[src/rtl/colorflow_pkg.sv]
// colorflow_pkg: shared types and constants for the colour-flow pattern generator.
package colorflow_pkg;

    // Runtime pattern selection, latched on the frame edge.
    typedef enum logic [1:0] {
        MODE_FLOW  = 2'd0,
        MODE_BARS  = 2'd1,
        MODE_GRID  = 2'd2,
        MODE_SOLID = 2'd3
    } mode_e;

    // Number of ramp segments in one colour-flow cycle.
    localparam int unsigned NUM_SEGS = 6;

    // Colour-bar ordering as {R,G,B} on/off triples, bar 0 in the LSBs:
    // white, yellow, cyan, green, magenta, red, blue, black.
    localparam logic [23:0] BAR_RGB = {3'b000, 3'b001, 3'b100, 3'b101,
                                       3'b010, 3'b011, 3'b110, 3'b111};

    // Look up the {R,G,B} on/off triple for a 3-bit bar index.
    function automatic logic [2:0] bar_rgb(input logic [2:0] bar);
        return BAR_RGB[int'(bar) * 3 +: 3];
    endfunction

endpackage

[src/rtl/colorflow_ramp.sv]
// colorflow_ramp: scales the in-segment position down to one channel width
// and optionally mirrors it so the channel falls instead of rising.
module colorflow_ramp #(
    parameter int SEG_BITS = 6,
    parameter int C_W      = 5
) (
    input  logic [SEG_BITS-1:0] ramp_bits_i,
    input  logic                down_i,
    output logic [C_W-1:0]      value_o
);

    logic [C_W-1:0] ramp_s;

    // Keep the top C_W bits of the segment position; mirror about full scale when falling.
    always_comb begin
        ramp_s = C_W'(ramp_bits_i >> (SEG_BITS - C_W));
        if (down_i) begin
            value_o = {C_W{1'b1}} - ramp_s;
        end else begin
            value_o = ramp_s;
        end
    end

endmodule

[src/rtl/colorflow_gen.sv]
// colorflow_gen: four-mode RGB test-pattern generator with a two-stage pipeline.
// Mode and scroll offset only change on the rising edge of in_vs so a frame
// is never torn; syncs travel alongside the pixel with the same latency.
module colorflow_gen
    import colorflow_pkg::*;
#(
    parameter int          X_W        = 11,
    parameter int          R_W        = 5,
    parameter int          G_W        = 6,
    parameter int          B_W        = 5,
    parameter int          SEG_BITS   = 6,
    parameter logic [15:0] SPEED      = 16'd1,
    parameter int          BAR_SHIFT  = 7,
    parameter int          GRID_SHIFT = 5
) (
    input  logic                   clk,
    input  logic                   rst_n,
    input  logic                   in_hs,
    input  logic                   in_vs,
    input  logic                   in_de,
    input  logic [X_W-1:0]         x_in,
    input  logic [X_W-1:0]         y_in,
    input  logic [1:0]             mode,
    input  logic                   pause,
    input  logic [R_W+G_W+B_W-1:0] solid_color,
    output logic                   out_hs,
    output logic                   out_vs,
    output logic                   out_de,
    output logic [R_W+G_W+B_W-1:0] out_data,
    output logic [15:0]            frame_cnt
);

    localparam int PIX_W = R_W + G_W + B_W;

    // Frame-level state
    logic              vs_q;
    mode_e             mode_q;
    logic [15:0]       frame_cnt_q;
    logic [15:0]       offset_q;

    // Colour-flow register
    logic [R_W-1:0]    col_r_q, col_r_d;
    logic [G_W-1:0]    col_g_q, col_g_d;
    logic [B_W-1:0]    col_b_q, col_b_d;

    // Pipeline
    logic [PIX_W-1:0]  pix_q, pix_d;
    logic              hs_d1_q, vs_d1_q, de_d1_q;
    logic              out_hs_q, out_vs_q, out_de_q;
    logic [PIX_W-1:0]  out_data_q;

    // Combinational helpers
    logic              vs_rise_s;
    logic [15:0]       idx_s;
    logic [2:0]        seg_s;
    logic [2:0]        bar_rgb_s;
    logic [R_W-1:0]    ramp_r_s;
    logic [G_W-1:0]    ramp_g_s;
    logic [B_W-1:0]    ramp_b_s;

    assign vs_rise_s = in_vs & ~vs_q;
    assign idx_s     = 16'(x_in) + 16'(y_in) + offset_q;
    assign seg_s     = 3'((idx_s >> SEG_BITS) % 16'(NUM_SEGS));

    // Each channel falls in exactly one segment: R in 1, G in 3, B in 5.
    colorflow_ramp #(.SEG_BITS(SEG_BITS), .C_W(R_W)) u_ramp_r (
        .ramp_bits_i (idx_s[SEG_BITS-1:0]),
        .down_i      (seg_s == 3'd1),
        .value_o     (ramp_r_s)
    );

    colorflow_ramp #(.SEG_BITS(SEG_BITS), .C_W(G_W)) u_ramp_g (
        .ramp_bits_i (idx_s[SEG_BITS-1:0]),
        .down_i      (seg_s == 3'd3),
        .value_o     (ramp_g_s)
    );

    colorflow_ramp #(.SEG_BITS(SEG_BITS), .C_W(B_W)) u_ramp_b (
        .ramp_bits_i (idx_s[SEG_BITS-1:0]),
        .down_i      (seg_s == 3'd5),
        .value_o     (ramp_b_s)
    );

    // Advance the colour-flow register: only the channel owned by the current segment moves.
    always_comb begin
        col_r_d = col_r_q;
        col_g_d = col_g_q;
        col_b_d = col_b_q;
        if ((mode_q == MODE_FLOW) && in_de) begin
            case (seg_s)
                3'd0:    col_g_d = ramp_g_s;
                3'd1:    col_r_d = ramp_r_s;
                3'd2:    col_b_d = ramp_b_s;
                3'd3:    col_g_d = ramp_g_s;
                3'd4:    col_r_d = ramp_r_s;
                3'd5:    col_b_d = ramp_b_s;
                default: col_r_d = col_r_q;
            endcase
        end else begin
            col_r_d = col_r_q;
        end
    end

    // Select the pixel colour for the active pattern.
    always_comb begin
        bar_rgb_s = bar_rgb(x_in[BAR_SHIFT+2:BAR_SHIFT]);
        pix_d     = {PIX_W{1'b0}};
        case (mode_q)
            MODE_FLOW: pix_d = {col_r_d, col_g_d, col_b_d};
            MODE_BARS: pix_d = {{R_W{bar_rgb_s[2]}}, {G_W{bar_rgb_s[1]}}, {B_W{bar_rgb_s[0]}}};
            MODE_GRID: begin
                if ((x_in[GRID_SHIFT-1:0] == {GRID_SHIFT{1'b0}}) ||
                    (y_in[GRID_SHIFT-1:0] == {GRID_SHIFT{1'b0}})) begin
                    pix_d = {PIX_W{1'b1}};
                end else begin
                    pix_d = {PIX_W{1'b0}};
                end
            end
            MODE_SOLID: pix_d = solid_color;
            default:    pix_d = {PIX_W{1'b0}};
        endcase
    end

    // Frame-edge bookkeeping: latch mode, count frames, advance scroll offset.
    always_ff @(posedge clk or negedge rst_n) begin
        if (!rst_n) begin
            vs_q        <= 1'b0;
            mode_q      <= MODE_FLOW;
            frame_cnt_q <= 16'd0;
            offset_q    <= 16'd0;
        end else begin
            vs_q <= in_vs;
            if (vs_rise_s) begin
                mode_q      <= mode_e'(mode);
                frame_cnt_q <= frame_cnt_q + 16'd1;
                if (!pause) begin
                    offset_q <= offset_q + SPEED;
                end
            end
        end
    end

    // Hold the colour-flow state between pixels.
    always_ff @(posedge clk or negedge rst_n) begin
        if (!rst_n) begin
            col_r_q <= {R_W{1'b0}};
            col_g_q <= {G_W{1'b0}};
            col_b_q <= {B_W{1'b0}};
        end else begin
            col_r_q <= col_r_d;
            col_g_q <= col_g_d;
            col_b_q <= col_b_d;
        end
    end

    // Two-stage output pipeline; blank the pixel outside the active area.
    always_ff @(posedge clk or negedge rst_n) begin
        if (!rst_n) begin
            pix_q      <= {PIX_W{1'b0}};
            hs_d1_q    <= 1'b0;
            vs_d1_q    <= 1'b0;
            de_d1_q    <= 1'b0;
            out_hs_q   <= 1'b0;
            out_vs_q   <= 1'b0;
            out_de_q   <= 1'b0;
            out_data_q <= {PIX_W{1'b0}};
        end else begin
            pix_q      <= pix_d;
            hs_d1_q    <= in_hs;
            vs_d1_q    <= in_vs;
            de_d1_q    <= in_de;
            out_hs_q   <= hs_d1_q;
            out_vs_q   <= vs_d1_q;
            out_de_q   <= de_d1_q;
            out_data_q <= de_d1_q ? pix_q : {PIX_W{1'b0}};
        end
    end

    assign out_hs    = out_hs_q;
    assign out_vs    = out_vs_q;
    assign out_de    = out_de_q;
    assign out_data  = out_data_q;
    assign frame_cnt = frame_cnt_q;

endmodule
[config.mk]
export PLATFORM = sky130hd
export DESIGN_NAME = colorflow_gen
export DESIGN_NICKNAME = d
export VERILOG_FILES = /design/src/rtl/colorflow_pkg.sv /design/src/rtl/colorflow_ramp.sv /design/src/rtl/colorflow_gen.sv
export SDC_FILE = /design/constraint.sdc
export NUM_CORES = 1
export LEC_CHECK = 0
export ABC_AREA = 1
export BUFFER_PORTS_ARGS = -buffer_cell sky130_fd_sc_hd__buf_2
export CAP_MARGIN = 20
export CELL_PAD_IN_SITES_DETAIL_PLACEMENT = 1
export CELL_PAD_IN_SITES_GLOBAL_PLACEMENT = 2
export CORE_MARGIN = 2
export CORE_UTILIZATION = 38
export CTS_BUF_LIST = sky130_fd_sc_hd__clkbuf_4 sky130_fd_sc_hd__clkbuf_8
export DETAILED_ROUTE_END_ITERATION = 8
export PLACE_DENSITY_LB_ADDON = 0.1
export SLEW_MARGIN = 20
export SYNTH_ARGS = -nofsm -noshare
export SYNTH_HDL_FRONTEND = slang
export SYNTH_HIERARCHICAL = 1
export SYNTH_SLANG_ARGS = --single-unit
[constraint.sdc]
create_clock -name clk -period 13.19 [get_ports clk]
set_input_delay 1.9785 -clock clk [delete_from_list [all_inputs] [get_ports clk]]
set_output_delay 1.9785 -clock clk [all_outputs]
set_load 0.05 [all_outputs]
==> flow_summary.json, run 1 <==
{
  "drive_gt1_frac": 0.193,
  "largest_net_degree_at_the_start_of_global_routing": 64,
  "synth_seq_cells": 88,
  "net_switching_power_w": 0.000644,
  "area_growth_pct": 15.3,
  "cts_tree": "built",
  "mappedNetlistNets": 714,
  "yosysTopAreaCellShare": 0.420,
  "slew_violations": 0,
  "cts_max_level": 3,
  "synth_ff_type": "sky130_fd_sc_hd__dfrtp_1",
  "worst_hold_path_type": "flop to flop",
  "worstRegToRegCells": 33,
  "post_cts_hold_buffer_count": 0,
  "crit_arrival_ns": 6.64,
  "synth_async_sr_flop_share": 1.00,
  "clk_root_buffer_cell": "sky130_fd_sc_hd__clkbuf_8",
  "synthesis.area_per_instance_um2": 8.16,
  "critPathRequiredTime_ns": 13.44,
  "die_w_um": 122,
  "start_util": 0.393,
  "startpoint_type": "input port",
  "comb_power_share": 0.560,
  "synth.lib_cells_used.distinct": 40,
  "postCtsSetupBuffers": 0,
  "routed_wire_length_per_instance_um": 14.6,
  "finalSetupViolCount": 0,
  "path_max_fanout": 6,
  "netlist_top_cells_area": "sky130_fd_sc_hd__dfrtp_1 (42%), sky130_fd_sc_hd__nand2_1 (13%), sky130_fd_sc_hd__inv_1 (7.9%)",
  "final_min_period_over_clock_period": 0.484,
  "timing.rr.start": "offset_q[1]",
  "route.detailed.vias_per_inst": 4.79,
  "worstSkewPairLatency_ns": 0.37,
  "number_of_global_route_vias_before_repair": 4420,
  "antenna_left": 0,
  "wire_length_of_the_first_global_routing_pass_um": 21900,
  "grt_overflow": 0,
  "sequential_cell_fraction_of_total_power": 0.291,
  "design.portCount": 81,
  "drv.max_cap_violation_count": 0,
  "share_of_synthesized_area_occupied_by_flip_flops_and_latches": 0.420,
  "place.detailed.hpwl_um": 10600,
  "crit_cells": 34,
  "worstSetupPathType": "input port to flop",
  "drt_wl_total_um": 13300,
  "cell_occurring_most_often_along_the_worst_timing_path": "sky130_fd_sc_hd__nand2_1",
  "stdcell_area_um2": 6050,
  "cp-end-kind": "flop",
  "die_span_y_um": 122,
  "dominant_delay_contributor_by_cell_family_on_the_critical_path": "simple AND/OR/NAND/NOR gates",
  "share_clk_of_total_power": 0.149,
  "clkTransAtPathRegs_ns": 0.09,
  "utilization": 0.453,
  "numCtsBuffers": 9,
  "rsz0062_at_grt": "false",
  "core.rowCount": 42,
  "gate_count_after_technology_mapping": 643,
  "synth_area_um2": 5250,
  "antenna_cells_inserted": 0,
  "status": "finished, final reports clean",
  "intPower_w": 0.000668,
  "ir_drop_uv": 100,
  "sw_frac_of_total": 0.491,
  "num-fill-cells": 1703,
  "drc": 0,
  "whs_ns": 0.362,
  "dieArea_um2": 14800,
  "timing.final.crit_period_ns": 6.39,
  "drt_pre_antenna_iters": 4,
  "detailroute.via_count": 4353,
  "final-hold-violation-count": 0,
  "first_iter_violations": 178,
  "floorplan.core_area_um2": 13300,
  "place.port_buffers": 80,
  "slew_headroom": 0.452,
  "fmax_mhz": 157,
  "clock-sinks": 88,
  "grt_antenna_before_repair": 0,
  "yosys.area.top_type": "sky130_fd_sc_hd__dfrtp_1",
  "cts.path.max_buffers": 2,
  "placed_cells_incl_taps": 892,
  "cpPeakStageDelay_ns": 0.47,
  "grt_use_total": 0.190,
  "worst-slew-pin-transition_ns": 0.823,
  "synth_edf_count": 0,
  "skew_ns": 0.0110,
  "p_leak_nw": 3.45,
  "final.setup.tns_ns": 0,
  "cts-resized-gates": 0,
  "hold-path-cell-count": 0,
  "stdcell_count": 908,
  "placed_cell_area_um2": 5850,
  "worst-path-buf-inv": 5,
  "critical_path.slowest_cell": "sky130_fd_sc_hd__fa_1",
  "final_net_count": 798,
  "holdCritStartpoint": "hs_d1_q",
  "critical_path.startpoint": "x_in[1]",
  "finalWeightedCongestion": 0.809,
  "power_per_cell_area_nw_per_um2": 217,
  "ys_warns": 6
}
-- cell usage in the layout, fill, tap and decap left out, drive strengths merged --
cell type	netlist	routed
nand2	200	200
clkbuf	8	10
ha	13	13
o21bai	2	2
dfrtp	88	88
and3	1	1
xor2	28	28
inv	116	118
fa	12	12
a21oi	10	10
clkinv	1	4
nor3	5	5
mux2	1	1
or4	1	1
nand4	11	11
buf	1	82
o21a	1	1
xnor2	12	12
o21ai	9	9
o32ai	1	1
nor4	2	2
and2	16	16
or3	1	1
nor2	27	27
nand3	54	54
bufinv	0	1
a311oi	16	16
or2	1	1
nand3b	5	5
-- kinds of logic (layout without fill, tap and decap cells) --
| logic type | Yosys count | in the layout | share of synthesized area |
|---|---|---|---|
| AOI/OAI and AO/OA | 39 | 39 | 0.0539 |
| xor gates and xnor gates | 40 | 40 | 0.0668 |
| adders and majority gates | 25 | 25 | 0.0768 |
| buffers and inverters | 126 | 215 | 0.0901 |
| DFF | 88 | 88 | 0.420 |
| muxes | 1 | 1 | 0.00215 |
| and+or+nand+nor | 324 | 324 | 0.290 |
-- state kept, by name, summed over array words and instances (netlist names) --
signal     flops
offset_q      16
out_data      16
de_d1_q        1
hs_d1_q        1
pix_q         16
out_vs         1
col_r_q        5
col_b_q        5
out_hs         1
frame_cnt     16
vs_d1_q        1
out_de         1
mode_q         2
col_g_q        6
-- layer usage --
layer,GRT usage,vias to the layer above,part of all wire
li1,-,2167,-
met1,0.277,2095,0.51
met2,0.295,82,0.44
met3,0.0305,9,0.038
met4,0.0481,0,0.011
met5,0,-,0
-- cells in the mapped netlist (2+ instances only) --
master and number:
sky130_fd_sc_hd__a21oi_1 9, sky130_fd_sc_hd__a311oi_1 16, sky130_fd_sc_hd__and2_1 16, sky130_fd_sc_hd__clkbuf_1 8, sky130_fd_sc_hd__dfrtp_1 88, sky130_fd_sc_hd__fa_1 12, sky130_fd_sc_hd__ha_1 13, sky130_fd_sc_hd__inv_1 110
sky130_fd_sc_hd__inv_2 6, sky130_fd_sc_hd__nand2_1 183, sky130_fd_sc_hd__nand2_2 14, sky130_fd_sc_hd__nand2_4 3, sky130_fd_sc_hd__nand3_1 45, sky130_fd_sc_hd__nand3_2 9, sky130_fd_sc_hd__nand3b_1 4, sky130_fd_sc_hd__nand4_1 10
sky130_fd_sc_hd__nor2_1 25, sky130_fd_sc_hd__nor3_1 5, sky130_fd_sc_hd__nor4_1 2, sky130_fd_sc_hd__o21ai_0 2, sky130_fd_sc_hd__o21ai_1 5, sky130_fd_sc_hd__o21ai_2 2, sky130_fd_sc_hd__xnor2_1 12, sky130_fd_sc_hd__xor2_1 28
-- through the flow --
stage               setup WS, ns  power, W
floorplan                   7.23  0.000948
global placement            6.54   0.00111
detailed placement          6.41   0.00113
CTS                         6.82   0.00133
global route                6.28   0.00145
finish                      6.80   0.00131
-- cell type report --
| cell class | instances | area (µm²) | share of cell area |
|---|---|---|---|
| clock buffers | 10 | 131 | 0.0217 |
| clock inverters | 6 | 66.3 | 0.0110 |
| inverters | 117 | 439 | 0.0726 |
| multi-input cells | 429 | 2570 | 0.425 |
| flip-flops and latches | 88 | 2200 | 0.364 |
| well taps | 176 | 220 | 0.0364 |
| repair buffers | 82 | 418 | 0.0691 |
-- power by group through the flow --
stage | combinational [W] | sequential, W | clock, W
after floorplan | 0.000503 | 0.000445 | 0
after CTS | 0.000746 | 0.000383 | 0.000202
after global placement | 0.000724 | 0.000385 | 0
after global routing | 0.000840 | 0.000391 | 0.000214
after detailed placement | 0.000743 | 0.000388 | 0
final | 0.000735 | 0.000382 | 0.000195
-- worst paths after layout --
check / slack [ns] / end
setup / recovery: 6.80 / pix_q[12]
hold / removal: 0.36 / out_hs
max in group asynchronous: 10.54 / frame_cnt[11]
hold reg to reg: 0.36 / out_hs
min in group asynchronous: 1.51 / out_data[2]
setup reg to reg: 8.12 / pix_q[12]
(Power assumes the default switching activity.)
==> run 2, diff against run 1 <==
- CORE_UTILIZATION: 38 -> 35
- clock period: 13.19 -> 6.34 ns (I/O delays scaled with it)
==> run 2 against run 1 <==
  * Register-to-register slack lost 6.9 ns
  * Routed wire length grew 1.3%
  * Flip-flop and latch count is the same
  * Worst hold slack gained 0.0064 ns
  * Critical path type unchanged
  * Highest routed layer unchanged
==> flow_summary.json, run 2 (same netlist as run 1, synthesis figures left out) <==
{
  "status": "finished, final reports clean",
  "postCtsSetupBuffers": 0,
  "rsz0062_at_grt": "false",
  "sw_frac_of_total": 0.493,
  "startpoint_type": "input port",
  "post_cts_hold_buffer_count": 0,
  "clkTransAtPathRegs_ns": 0.10,
  "finalSetupViolCount": 0,
  "slew_violations": 0,
  "intPower_w": 0.00139,
  "timing.final.crit_period_ns": 5.38,
  "utilization": 0.416,
  "setup_slack_of_the_worst_register_to_register_path_ns": 1.23,
  "cts.path.max_buffers": 2,
  "grt_overflow": 0,
  "worstSetupPathType": "input port to flop",
  "worst-slew-pin-transition_ns": 1.07,
  "area_growth_pct": 15.6,
  "multiInputGateArea_um2": 2570,
  "cts-resized-gates": 0,
  "worstRegToRegCells": 35,
  "antenna_cells_inserted": 0,
  "path_max_fanout": 6,
  "numCtsBuffers": 9,
  "slew_headroom": 0.284,
  "place.port_buffers": 80,
  "p_leak_nw": 3.44,
  "seq_area_um2": 2200,
  "reg2reg_to": "pix_q[13]",
  "wire_length_of_the_first_global_routing_pass_um": 22300,
  "mostFrequentLayoutCell": "sky130_fd_sc_hd__nand2_1",
  "critical_path.slowest_cell": "sky130_fd_sc_hd__fa_1",
  "num-fill-cells": 1785,
  "grt_use_total": 0.175,
  "drt_pre_antenna_iters": 4,
  "cpPeakStageDelay_ns": 0.47,
  "final_min_period_over_clock_period": 0.849,
  "cts_tree": "built",
  "timing.rr.start": "offset_q[1]",
  "design.portCount": 81,
  "sequential_cell_fraction_of_total_power": 0.290,
  "worst_hold_path_type": "flop to flop",
  "route.detailed.vias_per_inst": 4.67,
  "drc": 0,
  "first_iter_violations": 147,
  "drive_gt1_frac": 0.191,
  "ir_drop_uv": 187,
  "routed_wire_length_per_instance_um": 14.7,
  "critical_path.startpoint": "x_in[1]",
  "floorplan.core_area_um2": 14600,
  "critPathCapture": "pix_q[13]",
  "antenna_left": 0,
  "power_per_cell_area_nw_per_um2": 452,
  "die_w_um": 126,
  "comb_power_share": 0.558,
  "place.detailed.hpwl_um": 10800,
  "finalWeightedCongestion": 0.824,
  "grt_antenna_before_repair": 0,
  "final-hold-violation-count": 0,
  "number_of_global_route_vias_before_repair": 4414,
  "detailroute.via_count": 4277,
  "drv.max_cap_violation_count": 0,
  "clock-sinks": 88,
  "final_net_count": 798,
  "final.setup.tns_ns": 0,
  "cts_max_level": 3,
  "crit_arrival_ns": 5.64,
  "final_cell_mix": "sky130_fd_sc_hd__nand2_1 (183), sky130_fd_sc_hd__inv_1 (110), sky130_fd_sc_hd__dfrtp_1 (88)",
  "skew_ns": 0.0168,
  "cell_occurring_most_often_along_the_worst_timing_path": "sky130_fd_sc_hd__nand2_1",
  "core.rowCount": 44,
  "share_clk_of_total_power": 0.153,
  "largest_net_degree_at_the_start_of_global_routing": 62,
  "clk_root_buffer_cell": "sky130_fd_sc_hd__clkbuf_8",
  "dieArea_um2": 16000,
  "net_switching_power_w": 0.00135,
  "cp-end-kind": "flop",
  "critPathRequiredTime_ns": 6.60,
  "die_span_y_um": 126,
  "drt_wl_total_um": 13400,
  "worstSkewPairLatency_ns": 0.38,
  "start_util": 0.360,
  "fmax_mhz": 186
}
-- run 2: layer usage --
| layer | vias up | wire length (µm) | GRT usage |
|---|---|---|---|
| met5 | - | 0 | 0 |
| met4 | 0 | 189 | 0.0562 |
| met3 | 12 | 410 | 0.0164 |
| met2 | 66 | 5880 | 0.277 |
| met1 | 2031 | 6950 | 0.254 |
| li1 | 2168 | - | - |
-- run 2: final cells by class --
cell class	instances	share of cell area
multi-input combinational	429	0.424
sequential	88	0.363
inverter	117	0.0724
timing repair buffer	82	0.0689
tap	184	0.0380
clock buffer	9	0.0204
clock inverter	7	0.0130
-- run 2: stage by stage --
stage / power [W] / instances / worst slack [ns] / instance area, µm² / hold slack, ns
6_report: 0.00274 / 916 / 0.958 / 6060 / 0.368
3_3_place_gp: 0.00231 / 900 / 0.646 / 5860 / 0.344
3_5_place_dp: 0.00236 / 900 / 0.518 / 5860 / 0.347
4_1_cts: 0.00279 / 916 / 0.936 / 6060 / 0.369
5_1_grt: 0.00301 / 916 / 0.443 / 6060 / 0.377
2_1_floorplan: 0.00197 / 643 / 1.41 / 5250 / 0.331
-- run 2: how the worst min path moves through the flow --
stage	startpoint	endpoint	slack (ns)	cells after the start
finish	hs_d1_q	out_hs	0.37	0
global route	hs_d1_q	out_hs	0.38	0
CTS	hs_d1_q	out_hs	0.37	0
detailed placement	hs_d1_q	out_hs	0.35	0
global placement	hs_d1_q	out_hs	0.34	0
floorplan	hs_d1_q	out_hs	0.33	0
-- run 2: worst max-delay path: cells and delay by family --
family / cells / cell delay [ns]
AO/OA/AOI/OAI: 2 / 0.22
XOR/XNOR: 1 / 0.25
adder cells (fa/ha/maj): 3 / 1.13
buffers and inverters: 5 / 0.45
AND/OR/NAND/NOR: 25 / 2.65
-- run 2: power groups by stage --
stage               combinational, W  clock [W]  sequential [W]
floorplan                    0.00105          0        0.000927
global placement             0.00152          0        0.000798
detailed placement           0.00155          0        0.000807
CTS                          0.00156   0.000433        0.000795
global route                 0.00174   0.000452        0.000811
finish                       0.00153   0.000418        0.000794
